**src/rtl/uart_tx_arbiter.sv**
```systemverilog
// Round-robin arbiter feeding bytes from NUM_REQ requesters into a single UART transmitter.
// Optional burst locking is enabled by defining UART_ARB_LOCK_EN.
module uart_tx_arbiter #(
    parameter int NUM_REQ = 4,
    parameter int GNT_W   = 2
) (
    input  logic                 PCLK,
    input  logic                 PRESETn,
    input  logic [NUM_REQ-1:0]   req_valid,
    input  logic [8*NUM_REQ-1:0] req_data,
    input  logic [NUM_REQ-1:0]   req_lock,
    output logic [NUM_REQ-1:0]   req_ready,
    output logic                 o_TX_DV,
    output logic [7:0]           o_TX_Byte,
    input  logic                 i_TX_Done,
    output logic                 busy,
    output logic [GNT_W-1:0]     grant_id,
    output logic [15:0]          frame_cnt
);

    typedef enum logic [1:0] {
        IDLE  = 2'd0,
        START = 2'd1,
        WAIT  = 2'd2
    } state_t;

    state_t           state;
    logic [GNT_W-1:0] last_grant;
    logic             locked;
    logic             keep;
    logic             lock_hold;
    logic             found;
    logic [GNT_W-1:0] winner;
    logic [GNT_W:0]   sum;
    logic [7:0]       sel_byte;

`ifdef UART_ARB_LOCK_EN
    // The current owner keeps the UART while it both holds lock and still has data.
    assign keep      = req_lock[grant_id] && req_valid[grant_id];
    assign lock_hold = locked && keep;
`else
    logic unused_lock;
    assign unused_lock = ^req_lock;
    assign keep        = 1'b0;
    assign lock_hold   = 1'b0;
`endif

    always_comb begin
        found  = 1'b0;
        winner = '0;
        sum    = '0;
        if (lock_hold) begin
            found  = 1'b1;
            winner = grant_id;
        end else begin
            for (int unsigned k = 1; k <= unsigned'(NUM_REQ); k++) begin
                sum = {1'b0, last_grant} + (GNT_W+1)'(k);
                if (sum >= (GNT_W+1)'(NUM_REQ)) begin
                    sum = sum - (GNT_W+1)'(NUM_REQ);
                end
                if (!found && req_valid[sum[GNT_W-1:0]]) begin
                    found  = 1'b1;
                    winner = sum[GNT_W-1:0];
                end
            end
        end
    end

    always_comb begin
        sel_byte = '0;
        for (int unsigned i = 0; i < unsigned'(NUM_REQ); i++) begin
            if (winner == GNT_W'(i)) begin
                sel_byte = req_data[8*i +: 8];
            end
        end
    end

    always_comb begin
        req_ready = '0;
        if (PRESETn && (state == IDLE) && found) begin
            req_ready[winner] = 1'b1;
        end
    end

    assign busy = (state != IDLE);

    always_ff @(posedge PCLK or negedge PRESETn) begin
        if (!PRESETn) begin
            state      <= IDLE;
            o_TX_DV    <= 1'b0;
            o_TX_Byte  <= '0;
            grant_id   <= '0;
            last_grant <= GNT_W'(NUM_REQ - 1);
            frame_cnt  <= '0;
            locked     <= 1'b0;
        end else begin
            case (state)
                IDLE: begin
                    locked <= 1'b0;
                    if (found) begin
                        o_TX_Byte <= sel_byte;
                        grant_id  <= winner;
                        o_TX_DV   <= 1'b1;
                        state     <= START;
                    end
                end
                START: begin
                    o_TX_DV <= 1'b0;
                    state   <= WAIT;
                end
                WAIT: begin
                    if (i_TX_Done) begin
                        frame_cnt <= frame_cnt + 16'd1;
                        state     <= IDLE;
                        locked    <= keep;
                        if (!keep) begin
                            last_grant <= grant_id;
                        end
                    end
                end
                default: begin
                    o_TX_DV <= 1'b0;
                    state   <= IDLE;
                end
            endcase
        end
    end

endmodule

```
**config.mk**
```make
export PLATFORM = sky130hd
export DESIGN_NAME = uart_tx_arbiter
export DESIGN_NICKNAME = d
export VERILOG_FILES = /design/src/rtl/uart_tx_arbiter.sv
export SDC_FILE = /design/constraint.sdc
export NUM_CORES = 1
export LEC_CHECK = 0
export CORE_UTILIZATION = 37
export CTS_CLUSTER_SIZE = 16
export DETAILED_ROUTE_END_ITERATION = 6
export GPL_ROUTABILITY_DRIVEN = 0
export GPL_TIMING_DRIVEN = 0
export PLACE_DENSITY = 0.76
export SLEW_MARGIN = 20
export SYNTH_ARGS = -nofsm -noshare
export SYNTH_HDL_FRONTEND = slang
export SYNTH_SLANG_ARGS = --single-unit
```
**constraint.sdc**
```tcl
create_clock -name PCLK -period 1.7 [get_ports PCLK]
set_input_delay 0.34 -clock PCLK [delete_from_list [all_inputs] [get_ports PCLK]]
set_output_delay 0.34 -clock PCLK [all_outputs]
set_load 0.02 [all_outputs]
```
==> results.sh, run 1 <==
export IMPL_status="finished with violations"
export IMPL_violations="negative setup slack"
export IMPL_synth_seq_cells=31
export IMPL_synth_area_um2=1640
export IMPL_dp_hpwl_mm=3.10
export IMPL_num_vias=1459
export IMPL_fin_hold_ws_ns=0.00641
export IMPL_synthSimpleGateAreaFrac_pct=19.8
export IMPL_die_h_um=68.6
export IMPL_fp_row_count=23
export IMPL_wl_met1_mm=1.76
export IMPL_critPathLaunchType="flop"
export IMPL_finalSetupViolCount=8
export IMPL_die_w_um=68.6
export IMPL_synth_area_mux_share_pct=11.0
export IMPL_port_buffers=70
export IMPL_path_cells="mux2i_4 -> o2bb2ai_2 -> nor2_2 -> buf_4 -> nor3_4 -> buf_2"
export IMPL_grtUsageTotal_pct=19.0
export IMPL_clock_path_buffers=2
export IMPL_ys_types=39
export IMPL_synth_nets=198
export IMPL_num_io_pins=75
export IMPL_fin_worst_skew_ns=0.00320
export IMPL_drive_above_1_share_pct=20.5
export IMPL_overflow=0
export IMPL_antennaDiodeCount=0
export IMPL_reg2reg_from="last_grant[1]"
export IMPL_ant_nets=0
export IMPL_synth_compound_area_share_pct=9.98
export IMPL_slew_viol_final=0
export IMPL_synth_top_area_share_pct=44.2
export IMPL_path_clk_slew_ns=0.06
export IMPL_pwr_share_seq_pct=31.7
export IMPL_slew_headroom_pct=71.6
export IMPL_endpoint_kind="output pin"
export IMPL_critPathMaxStageDelay_ns=0.60
export IMPL_cts_htree_levels=2
export IMPL_setup_slack_ns=-0.392
export IMPL_max_slew_worst_pin_slew_ns=0.422
export IMPL_clock_latency_ns=0.28
export IMPL_critPathMaxFanout=6
export IMPL_die_area_um2=4710
export IMPL_grt_pass1_vias=1425
export IMPL_met2RoutedLength_mm=1.96
export IMPL_path_delay_family="flip-flops"
export IMPL_path_depth=6
export IMPL_p_total_w=0.00378
export IMPL_clock_sinks=31
export IMPL_drv_cap=0
export IMPL_net_switching_power_w=0.00147
export IMPL_top_layer_used="met4"
export IMPL_grt_max_degree=27
export IMPL_combPwrFrac_pct=54.5
export IMPL_wl_per_cell_um=14.4
export IMPL_p_sw_share_pct=38.9
export IMPL_yosysWarnings=0
export IMPL_reg2reg_slack_ns=-0.12
export IMPL_fin_nets=283
export IMPL_drtIter0Drc=31
export IMPL_critPathKind="flop to output pin"
export IMPL_hold_violations=0
export IMPL_vias_per_cell=5.05
export IMPL_reg2reg_to="o_TX_Byte[3]"
export IMPL_p_int_w=0.00231
export IMPL_antenna_found_initial=0
export IMPL_synth_top_family_by_area="simple AND/OR/NAND/NOR gates"
export IMPL_netlist_instances=154
export IMPL_finalCritPeriodShare_pct=123
export IMPL_fillers=353
export IMPL_cts_tree="yes"
export IMPL_clockRootBuffer="clkbuf_8"
export IMPL_start_util_pct=39.6
export IMPL_pre_cts_slack_ns=-0.950
export IMPL_leakage_nw=1.21
export IMPL_post_route_min_period_ns=2.09
export IMPL_drc_errors=0
export IMPL_coreArea_um2=4140
export IMPL_rsz0062_at_grt="yes"
export IMPL_arrival_ns=1.75
export IMPL_areaGrowthSynthToFinish_pct=65.2
export IMPL_p_per_area_nw_per_um2=1390
export IMPL_reg2reg_depth=7
export IMPL_synthAdderAreaFrac_pct=0.762
export IMPL_wl_met3_um=390
export IMPL_grt_pass1_wl_mm=6.44
export IMPL_avgSynthCellArea_um2=10.7
export IMPL_hp_class="primary input to async pin"
export IMPL_clkPwrFrac_pct=13.8
export IMPL_synthXorXnorAreaFrac_pct=8.00
export IMPL_required_ns=1.36
export IMPL_synth_top_area_cell="dfrtp_1"
export IMPL_max_clock_freq_ghz=0.478
export IMPL_first_pass_iters=4
export IMPL_synth_area_leaders="dfrtp_1, mux2i_1, xnor2_1"
export IMPL_cts_buffers_inserted=5
export IMPL_yosysSeqAreaShare_pct=47.4
export IMPL_wl_mm=4.16
export IMPL_slowest_stage="dfstp_2"
export IMPL_path_buf_inv=2
export IMPL_peakVddDrop_v=0.000707
## through the flow
step | util (%) | cell area [µm²] | setup TNS, ns | cells
CTS | 65.2 | 2700 | -2.33 | 290
finish | 65.5 | 2710 | -1.66 | 289
global placement | 60.0 | 2490 | -22.58 | 274
global route | 65.5 | 2710 | -2.61 | 289
floorplan | - | 1720 | -0.0338 | 154
detailed placement | 60.4 | 2500 | -8.10 | 275
## cell type report
cell class              instances  area (µm²)  area share [%]
clock buffers                   7        76.3            2.81
well taps                      50        62.6            2.31
plain buffers                   3        28.8            1.06
multi-input cells             115         936            34.5
repair buffers                 80         818            30.2
inverters                       3        13.8           0.507
flip-flops and latches         31         778            28.7
## placed cells by master (no fill, tap or decap), types with 2 or more instances in the layout
master,count
inv_1,2
mux2i_2,2
nor2_1,5
a221oi_1,2
xnor2_1,12
mux2i_1,14
buf_4,3
nand4_1,6
dlygate4sd2_1,7
and3_1,4
dfstp_2,2
a21o_1,2
dfrtp_1,29
o221ai_1,5
nand2_2,2
nor3_4,2
buf_12,4
clkbuf_8,5
clkbuf_1,3
buf_2,3
nor3_1,2
nor2_4,2
nor2_2,2
xor2_1,3
nand3_1,5
clkdlybuf4s50_1,57
nand2_1,23
buf_6,5
## how the worst max path moves through the flow
stage | from | to
6_report | last_grant[1] | req_ready[1]
2_1_floorplan | last_grant[1] | req_ready[2]
3_3_place_gp | PRESETn | req_ready[0]
4_1_cts | last_grant[1] | req_ready[0]
5_1_grt | last_grant[1] | req_ready[0]
3_5_place_dp | req_valid[1] | req_ready[1]
## sequential cells by signal, indices dropped and copies added (netlist names)
| register | count |
|---|---|
| o_TX_DV | 1 |
| o_TX_Byte | 8 |
| last_grant | 2 |
| state | 2 |
| frame_cnt | 16 |
| grant_id | 2 |
## synthesized netlist by cell type (all sizes together)
library cell,n
mux2,1
a2bb2oi,1
xnor2,12
nor4,1
xor2,3
a21boi,1
a21oi,1
ha,1
o21bai,1
o21ai,2
nand3,6
nand2,25
o221ai,5
nand2b,1
nor2,9
dfstp,2
and3,4
buf,4
inv,3
a221oi,3
clkbuf,1
dfrtp,29
o2bb2ai,1
mux2i,17
and3b,1
a21o,2
or2,1
nor3,5
nand4,6
a31oi,1
o21ba,1
nor2b,1
nand3b,2
## metal layers
| layer | up-vias | track usage [%] |
|---|---|---|
| li1 | 719 | - |
| met1 | 686 | 22.7 |
| met2 | 48 | 30.9 |
| met3 | 6 | 7.57 |
| met4 | 0 | 6.25 |
| met5 | - | 0 |
## repair_timing
| item | 4_1_cts | 5_1_grt |
|---|---|---|
| gates cloned | 0 | 0 |
| gates resized for setup | 43 | 6 |
| hold endpoints to repair | 7 | 0 |
| setup endpoints to repair | 15 | 17 |
| buffers inserted | 8 | 0 |
| hold buffers | 1 | 0 |
| pin swaps | 8 | 4 |
## power groups by stage
stage	clock, W	combinational [W]	sequential (W)
2_1_floorplan	0	0.000975	0.00138
3_3_place_gp	0	0.00187	0.00118
3_5_place_dp	0	0.00190	0.00119
4_1_cts	0.000539	0.00210	0.00118
5_1_grt	0.000569	0.00224	0.00124
6_report	0.000523	0.00206	0.00120
## cells by family after synthesis
logic type | count (synthesis)
XOR/XNOR | 15
buffers and inverters | 8
adder cells (fa/ha/maj) | 1
flip-flops | 31
AND/OR/NAND/NOR | 62
AO/OA/AOI/OAI | 19
multiplexers | 18
No activity file was read; power rests on OpenSTA's default activity.
==> run 2: changes to the inputs <==
- CAP_MARGIN: not set -> 20
==> results of run 2 <==
The final DEF is identical to that of run 1; final timing and power are the same.
==> edit: new RTL, settings of run 1 <==
The option `UART_ARB_LOCK_EN` is turned on by a define.
--- a/src/rtl/uart_tx_arbiter.sv
+++ b/src/rtl/uart_tx_arbiter.sv
@@ -1,5 +1,7 @@
 // Round-robin arbiter feeding bytes from NUM_REQ requesters into a single UART transmitter.
 // Optional burst locking is enabled by defining UART_ARB_LOCK_EN.
+`define UART_ARB_LOCK_EN
+
 module uart_tx_arbiter #(
     parameter int NUM_REQ = 4,
     parameter int GNT_W   = 2
Formal check against the unedited RTL: not equivalent (a bounded check fails within 4 cycles, from zero or initial values and one cycle with PRESETn low).
==> edit against run 1 <==
The flow still finishes with violations (negative setup slack); cell area is 3.6% higher; non-clock buffer count is 8 higher; sequential share of layout area hardly changed; power is 6.3% higher; sequential cell count is 1 higher; wire length is 3.2% higher; worst hold slack better by 0.0023 ns; synthesized area is 2.6% higher; clock skew is 0.0037 ns higher; die area is 2.5% higher; worst setup slack worse by 0.18 ns; critical path type is now in -> out; largest power group unchanged.
==> edit: results (changes against run 1) <==
- Outcome: finished, violations left
- Failing checks: negative setup slack
- Sw frac: 38.3% (-0.69 points)
- Met1 usage: 23.1% (+0.40 points)
- CP arrival: 1.93 ns (+0.18 ns)
- Port Buffers: 74 (+5.7%)
- Vias: 1558 (+6.8%)
- Largest cells by area after synthesis: dfrtp_1, mux2i_1, xnor2_1
- Largest net degree at the start of global routing: 35 (+30%)
- Slowest stage delay, CP: 0.45 ns (-0.15 ns)
- Synth Area in Compound Gates: 9.21% (-0.77 points)
- Number of global-route vias before repair: 1448 (+1.6%)
- Placed Area: 2530 sq um (+1.0%)
- Post-Synth Adder-Cell Area: 0.742% (-0.019 points)
- Met2 wire length: 2120 um (+8.3%)
- Yosys cell types: 35 (-10%)
- Final Setup Violations: 15 (+7)
- Critical Path Slowest Stage Cell: clkdlybuf4s50_1
- Max-slew headroom: 71.0% (-0.66 points)
- GRT Util Overall: 17.5% (-1.5 points)
- Met1 wire length: 1860 um (+6.0%)
- Mux share of post-synthesis cell area: 14.5% (+3.4 points)
- Crit path max-delay family: buffers and inverters
- Drt initial violations: 84 (+170%)
- First-pass GRT wire length: 6780 um (+5.1%)
- Met2 GRT Util: 27.6% (-3.3 points)
- Final Skew: 0.00686 ns (+0.00366 ns)
- Pre-CTS WS: -1.31 ns (-0.357 ns)
- Met3 Usage GRT: 5.38% (-2.2 points)
- Setup TNS Final: -4.41 ns (-2.76 ns)
- Post-layout worst setup margin: -0.568 ns (-0.176 ns)
[edit: cell types whose count changed in the layout (fill, tap and decap cells not counted), sizes merged, moves of 2 or more]
cell                  run 1  this run
mux2                      1         5
o21ai                     2         6
o221ai                    5         8
nand4                     6         3
nor3                      5         2
clkdlybuf4s50            57        55
a221oi                    3         0
a21oi                     1         3
dlymetal6s2s              1         7
a211oi                    0         2
buf                      16        22
nor3b                     0         2
[edit: kinds of logic (layout without fill, tap and decap cells)]
group	count (synthesis)	in the layout
AOI/OAI and AO/OA	21	21
DFF	32	32
adders and majority gates	1	1
muxes	23	23
xor gates and xnor gates	15	15
and+or+nand+nor	57	57
buffers and inverters	9	103
[edit: worst register-to-register path: cells and delay by family (launching register included)]
| family | cells | cell delay [ns] |
|---|---|---|
| flip-flops | 1 | 0.47 |
| buffers and inverters | 3 | 0.37 |
| multiplexers | 2 | 0.51 |
| AND/OR/NAND/NOR | 2 | 0.22 |
| AO/OA/AOI/OAI | 2 | 0.33 |
[edit: cell type report]
type                            count  area [sq um]
Fill cell                         340          1540
Multi-Input combinational cell    117           923
Timing Repair Buffer               86           848
Sequential cell                    32           806
Clock buffer                        8          90.1
Buffer                              5          65.1
Tap cell                           52          65.1
Inverter                            4          15.0
[edit: what timing repair did]
item	4_1_cts	5_1_grt
resized for setup	35	29
setup endpoints to repair	21	27
buffers inserted	6	5
pin swaps	6	9
[edit: worst paths after layout]
kind	start	end	slack, ns	depth (start not counted)
max	req_lock[2]	req_ready[1]	-0.57	7
min	PRESETn	o_TX_Byte[4]	0.009	2
max reg2reg	grant_id[0]	o_TX_Byte[5]	-0.35	9
min reg2reg	frame_cnt[15]	frame_cnt[15]	0.48	1
max in group asynchronous	PRESETn	last_grant[1]	1.43	2
min in group PCLK	frame_cnt[15]	frame_cnt[15]	0.48	1
